## config.mk

```make
export PLATFORM = sky130hd
export DESIGN_NAME = prescaler_pwm_breather_flat
export DESIGN_NICKNAME = d
export VERILOG_FILES = /design/src/rtl/prescaler_pwm_breather_if.sv /design/src/rtl/prescaler_pwm_breather.sv /design/src/flat_wrapper.sv
export SDC_FILE = /design/constraint.sdc
export NUM_CORES = 1
export LEC_CHECK = 0
export BUFFER_PORTS_ARGS = -buffer_cell sky130_fd_sc_hd__buf_2
export CAP_MARGIN = 20
export CORE_UTILIZATION = 58
export CTS_CLUSTER_DIAMETER = 30
export CTS_CLUSTER_SIZE = 40
export DETAILED_ROUTE_END_ITERATION = 7
export PLACE_DENSITY = 0.79
export SYNTH_ARGS = -nofsm -noshare
export SYNTH_HDL_FRONTEND = slang
export SYNTH_SLANG_ARGS = --single-unit
```

## constraint.sdc

```tcl
create_clock -name clk -period 2.4 [get_ports clk]
set_input_delay 0.6 -clock clk [delete_from_list [all_inputs] [get_ports clk]]
set_output_delay 0.6 -clock clk [all_outputs]
set_load 0.05 [all_outputs]
```

## src/rtl/prescaler_pwm_breather_if.sv

```systemverilog
// Signal bundle between a prescaler-side driver and the PWM breather.
// The driver owns the tick source selection and run control; the breather owns the outputs.
interface prescaler_pwm_breather_if #(
   parameter int unsigned PRESCALER_WIDTH = 4,
   parameter int unsigned PWM_WIDTH       = 3
);

   localparam int unsigned TapW = (PRESCALER_WIDTH > 1) ? $clog2(PRESCALER_WIDTH) : 1;

   logic [PRESCALER_WIDTH-1:0] prescale_in;
   logic [TapW-1:0]            tap_sel;
   logic                       enable;
   logic                       tick_out;
   logic                       period_end;
   logic                       pwm_out;
   logic [PWM_WIDTH-1:0]       duty_out;

   modport master (
      output prescale_in,
      output tap_sel,
      output enable,
      input  tick_out,
      input  period_end,
      input  pwm_out,
      input  duty_out
   );

   modport slave (
      input  prescale_in,
      input  tap_sel,
      input  enable,
      output tick_out,
      output period_end,
      output pwm_out,
      output duty_out
   );

endinterface

```

## src/rtl/prescaler_pwm_breather.sv

```systemverilog
// Turns rising edges of a selected prescaler bit into ticks that clock a PWM counter whose
// duty ramps up, holds, ramps down and holds again ("breathing" waveform).
module prescaler_pwm_breather #(
   parameter int unsigned PRESCALER_WIDTH = 4,
   parameter int unsigned PWM_WIDTH       = 3,
   parameter int unsigned STEP            = 2,
   parameter int unsigned HOLD_PERIODS    = 1
) (
   input logic                     clk,
   input logic                     rst_n,
   prescaler_pwm_breather_if.slave bus
);

   localparam int unsigned          HoldW    = $clog2(HOLD_PERIODS + 2);
   localparam logic [PWM_WIDTH-1:0] DutyMax  = {PWM_WIDTH{1'b1}};
   localparam logic [PWM_WIDTH:0]   StepExt  = (PWM_WIDTH + 1)'(STEP);
   localparam logic [HoldW-1:0]     HoldLast = HoldW'(HOLD_PERIODS);

   typedef enum logic [1:0] {
      StRampUp,
      StHoldHigh,
      StRampDown,
      StHoldLow
   } state_e;

   state_e                     state_q, state_d;
   logic [PRESCALER_WIDTH-1:0] prev_q;
   logic                       primed_q;
   logic                       tick_q;
   logic                       period_end_q;
   logic                       pwm_q;
   logic [PWM_WIDTH-1:0]       pwm_cnt_q, pwm_cnt_d;
   logic [PWM_WIDTH-1:0]       duty_q, duty_d;
   logic [HoldW-1:0]           hold_cnt_q, hold_cnt_d;

   logic                       tap_valid;
   logic                       tap_cur;
   logic                       tap_prev;
   logic                       edge_det;
   logic                       wrap;
   logic [PWM_WIDTH:0]         duty_sum;
   logic [PWM_WIDTH-1:0]       duty_up;
   logic [PWM_WIDTH-1:0]       duty_dn;
   logic [HoldW-1:0]           hold_inc;

   // Both current and previous bits come from the same tap, so a tap change cannot fake an edge.
   always_comb begin
      tap_valid = 32'(bus.tap_sel) < PRESCALER_WIDTH;
      tap_cur   = 1'b0;
      tap_prev  = 1'b0;
      if (tap_valid) begin
         tap_cur  = bus.prescale_in[bus.tap_sel];
         tap_prev = prev_q[bus.tap_sel];
      end
      edge_det = tap_cur & ~tap_prev & primed_q;
   end

   assign wrap = tick_q & (pwm_cnt_q == DutyMax);

   always_comb begin
      pwm_cnt_d = pwm_cnt_q;
      if (tick_q) begin
         pwm_cnt_d = wrap ? '0 : pwm_cnt_q + 1'b1;
      end
   end

   // Saturating duty arithmetic with one guard bit on the way up.
   always_comb begin
      duty_sum = {1'b0, duty_q} + StepExt;
      duty_up  = (duty_sum > {1'b0, DutyMax}) ? DutyMax : duty_sum[PWM_WIDTH-1:0];
      duty_dn  = ({1'b0, duty_q} > StepExt) ? duty_q - StepExt[PWM_WIDTH-1:0] : '0;
      hold_inc = hold_cnt_q + 1'b1;
   end

   always_comb begin
      state_d    = state_q;
      duty_d     = duty_q;
      hold_cnt_d = hold_cnt_q;
      if (wrap) begin
         unique case (state_q)
            StRampUp: begin
               duty_d = duty_up;
               if (duty_up == DutyMax) begin
                  hold_cnt_d = '0;
                  state_d    = (HOLD_PERIODS == 0) ? StRampDown : StHoldHigh;
               end
            end
            StHoldHigh: begin
               if (hold_inc >= HoldLast) begin
                  hold_cnt_d = '0;
                  state_d    = StRampDown;
               end else begin
                  hold_cnt_d = hold_inc;
               end
            end
            StRampDown: begin
               duty_d = duty_dn;
               if (duty_dn == '0) begin
                  hold_cnt_d = '0;
                  state_d    = (HOLD_PERIODS == 0) ? StRampUp : StHoldLow;
               end
            end
            StHoldLow: begin
               if (hold_inc >= HoldLast) begin
                  hold_cnt_d = '0;
                  state_d    = StRampUp;
               end else begin
                  hold_cnt_d = hold_inc;
               end
            end
            default: begin
               state_d    = StRampUp;
               hold_cnt_d = '0;
            end
         endcase
      end
   end

   always_ff @(posedge clk or negedge rst_n) begin
      if (!rst_n) begin
         prev_q       <= '0;
         primed_q     <= 1'b0;
         tick_q       <= 1'b0;
         period_end_q <= 1'b0;
         pwm_q        <= 1'b0;
         pwm_cnt_q    <= '0;
         duty_q       <= '0;
         hold_cnt_q   <= '0;
         state_q      <= StRampUp;
      end else begin
         prev_q       <= bus.prescale_in;
         primed_q     <= 1'b1;
         tick_q       <= edge_det & bus.enable;
         period_end_q <= wrap;
         pwm_q        <= bus.enable & (pwm_cnt_q < duty_q);
         pwm_cnt_q    <= pwm_cnt_d;
         duty_q       <= duty_d;
         hold_cnt_q   <= hold_cnt_d;
         state_q      <= state_d;
      end
   end

   assign bus.tick_out   = tick_q;
   assign bus.period_end = period_end_q;
   assign bus.pwm_out    = pwm_q;
   assign bus.duty_out   = duty_q;

   a_pe_after_tick : assert property (@(posedge clk) disable iff (!rst_n)
      period_end_q |-> $past(tick_q));

   a_pwm_needs_enable : assert property (@(posedge clk) disable iff (!rst_n)
      pwm_q |-> $past(bus.enable));

   a_hold_levels : assert property (@(posedge clk) disable iff (!rst_n)
      ((state_q == StHoldHigh) |-> (duty_q == DutyMax)) and
      ((state_q == StHoldLow) |-> (duty_q == '0)));

endmodule

```

## src/flat_wrapper.sv

```systemverilog
// flat-port wrapper written by rule: the top's interface ports become plain ports
module prescaler_pwm_breather_flat 
#(
   parameter int unsigned PRESCALER_WIDTH = 4,
   parameter int unsigned PWM_WIDTH       = 3,
   parameter int unsigned STEP            = 2,
   parameter int unsigned HOLD_PERIODS    = 1
)
  (clk, rst_n, bus_prescale_in, bus_tap_sel, bus_enable, bus_tick_out, bus_period_end, bus_pwm_out, bus_duty_out);
  prescaler_pwm_breather_if #(.PRESCALER_WIDTH(PRESCALER_WIDTH), .PWM_WIDTH(PWM_WIDTH)) bus_i ();
  input logic clk;
  input logic rst_n;
  input wire logic [$bits(bus_i.prescale_in)-1:0] bus_prescale_in;
  input wire logic [$bits(bus_i.tap_sel)-1:0] bus_tap_sel;
  input wire logic [$bits(bus_i.enable)-1:0] bus_enable;
  output wire logic [$bits(bus_i.tick_out)-1:0] bus_tick_out;
  output wire logic [$bits(bus_i.period_end)-1:0] bus_period_end;
  output wire logic [$bits(bus_i.pwm_out)-1:0] bus_pwm_out;
  output wire logic [$bits(bus_i.duty_out)-1:0] bus_duty_out;
  assign bus_i.prescale_in = bus_prescale_in;
  assign bus_i.tap_sel = bus_tap_sel;
  assign bus_i.enable = bus_enable;
  assign bus_tick_out = bus_i.tick_out;
  assign bus_period_end = bus_i.period_end;
  assign bus_pwm_out = bus_i.pwm_out;
  assign bus_duty_out = bus_i.duty_out;
  prescaler_pwm_breather #(.PRESCALER_WIDTH(PRESCALER_WIDTH), .PWM_WIDTH(PWM_WIDTH), .STEP(STEP), .HOLD_PERIODS(HOLD_PERIODS)) u_core (.clk(clk), .rst_n(rst_n), .bus(bus_i));
endmodule
```

==> run metrics <==
worst-skew pair later-pin latency=0.30 ns; GRT Util Overall=0.2197; Final Cycle Share=0.7249; drt total wl=1626 um; crit-path max FO=10; Die Y=42.14 um; startpoint types=flip-flop; post-route minimum period=1.740 ns; CTS tree=done; ys async rst share=1.000; Worst EP required=1.80 ns; top cell type's share of synthesized area=0.4819; dpl ws=0.7757 ns; Ports=15; area grow syn2layout=12.32%; Placed Cells=114; clk buf depth=2; synth top area cells=dfrtp_1, ha_1, inv_1; Cell Area, Synth=934.6 um2; Power Total=0.8008 mW; WL/cell=13.78 um; EDFF count, synth=0; # resized after CTS=0; leak pwr=0.5377 nW; synthesized area per cell=11.00 um2; die footprint=0.001776 mm2; Num CTS Buffers=3; Fin. Hold Viols=0; DP Area=0.001013 mm2; first-pass GRT wire length=2870 um; Yosys warnings=0; hold-fix buffers at CTS=0; synth cell count leaders=dfrtp_1, ha_1, inv_1; DRC Markers=0; Crit path max-delay family=flip-flops; nature of the critical path endpoint=output port; Syn Nets=103; Clock Root Buffer=clkbuf_4; gate count after technology mapping=85; DR pass1 iterations=4; fraction of layout cells with a size suffix above 1=0.2353; Final setup viols=0; GPL Wtd Cong=0.7935; Setup Skew=0.001004 ns; Die W=42.14 um; total grt overflow=0; Clock Sinks=18; Ant. Diodes=0; synthesis-stage register bit count=18; number of port buffers=14; area leader, netlist=dfrtp_1; Comb pwr share=0.278; core area=0.001506 mm2; vias in the first global route=703; initial antenna violation count=0; Via density=5.780; hpwl dp=1272 um; Slew Limit Fails=0; fin worst setup slack=0.6603 ns; internal power=0.5288 mW; Crit path arrival time=1.14 ns; largest net degree at the start of global routing=19; crit-path max cell delay=0.52 ns; H-tree levels=1; Final nets=121; initial core utilization=0.6204; Slowest cell on crit path=dfrtp_1; fin area=0.001050 mm2; vias=682; status=completed; # rows=14; max cap viols=0; CP bufs+invs=1; CP Class=flip-flop to output port; most used flip-flop cell after synthesis=dfrtp_1; layout filler cell count=114; RSZ-0062 raised after global routing=no; top-count cell post-synth=dfrtp_1; sequential fraction of the synthesis area=0.4819; Final ANT Viol Nets=0; VDD IR-drop max=0.5273 mV; share of total power in sequential cells=0.488; Switch Pwr=0.2721 mW; Setup Buffers After CTS=0; Switching Fraction=0.3397; non-filler instance count after layout=118; RR Startpoint=u_core.pwm_cnt_q[0]; Post-Route Setup TNS=0 ns; worst reg2reg setup slack=0.77 ns; power per cell area=762.9 mW/mm2; First DRT Iteration DRCs=4; Max Clock Freq=0.5748 GHz; part of the power in the clock network=0.234; clock-pin slew on the worst setup and hold paths=0.10 ns; Yosys cell types=33; Critical Path, Cell by Cell=buf_2; Hold WC Path Type=input pin to asynchronous set/reset pin; Worst Setup SP=u_core.bus.duty_out[1]
[power groups by stage]
stage          clock network, mW  registers [mW]  logic [mW]
3_3_place_gp                   0           0.394       0.215
3_5_place_dp                   0           0.398       0.226
2_1_floorplan                  0           0.442       0.121
6_report                   0.187           0.391       0.223
4_1_cts                    0.191           0.392       0.227
5_1_grt                    0.202           0.398       0.253
[placed cells by master (no fill, tap or decap), types with 2 or more instances in the layout]
cell and count:
dfrtp_1 18, buf_2 14, ha_1 9, inv_1 8, nand2_1 6, nor2_1 6
nand2b_1 3, o21ai_1 3, clkbuf_4 3, a21o_1 2, a21oi_1 2, mux2_2 2
and3_1 2, mux2_1 2, o21ai_0 2
[routing by layer]
| metal | global-route usage | wire length (um) | vias to the layer above |
|---|---|---|---|
| li1 | - | - | 335 |
| met1 | 0.2486 | 725 | 329 |
| met2 | 0.3844 | 816 | 13 |
| met3 | 0.03879 | 42 | 5 |
| met4 | 0.1313 | 42 | 0 |
| met5 | 0 | 0 | - |
[state kept, by name (all words and copies together) (netlist names)]
register,cells
u_core.bus.duty_out,3
u_core.bus.period_end,1
u_core.bus.pwm_out,1
u_core.bus.tick_out,1
u_core.hold_cnt_q,2
u_core.prev_q,4
u_core.primed_q,1
u_core.pwm_cnt_q,3
u_core.state_q,2
[path summary, 6_finish.rpt]
path	endpoint	cells after the start
max	bus_duty_out[1]	1
min	u_core.state_q[1]	1
max reg2reg	u_core.hold_cnt_q[1]	5
min reg2reg	u_core.hold_cnt_q[1]	1
max in group asynchronous	u_core.pwm_cnt_q[0]	1
min in group clk	u_core.prev_q[0]	1
[through the flow]
step                      hold WS [ns]    util
after floorplan                 0.3044       -
after global placement          0.4784  0.6728
after detailed placement        0.4877  0.6728
after CTS                       0.2161  0.6968
after global routing            0.2282  0.6968
final                           0.2074  0.6968
[cell families after synthesis]
kind of cell,synth area share
compound gates,0.1847
simple gates,0.1165
flops,0.4819
buf+inv,0.04418
fa+ha+maj,0.1205
mux,0.04819
other cells,0.004012
[cell type report]
class / count / area (um2) / share of cell area
Clock buffer: 4 / 36.28 / 0.03456
Sequential cell: 18 / 450.4 / 0.4291
Timing Repair Buffer: 14 / 70.07 / 0.06675
Tap cell: 16 / 20.02 / 0.01907
Inverter: 8 / 30.03 / 0.02861
Multi-Input combinational cell: 58 / 442.9 / 0.4219
(Power assumes the default switching activity.)
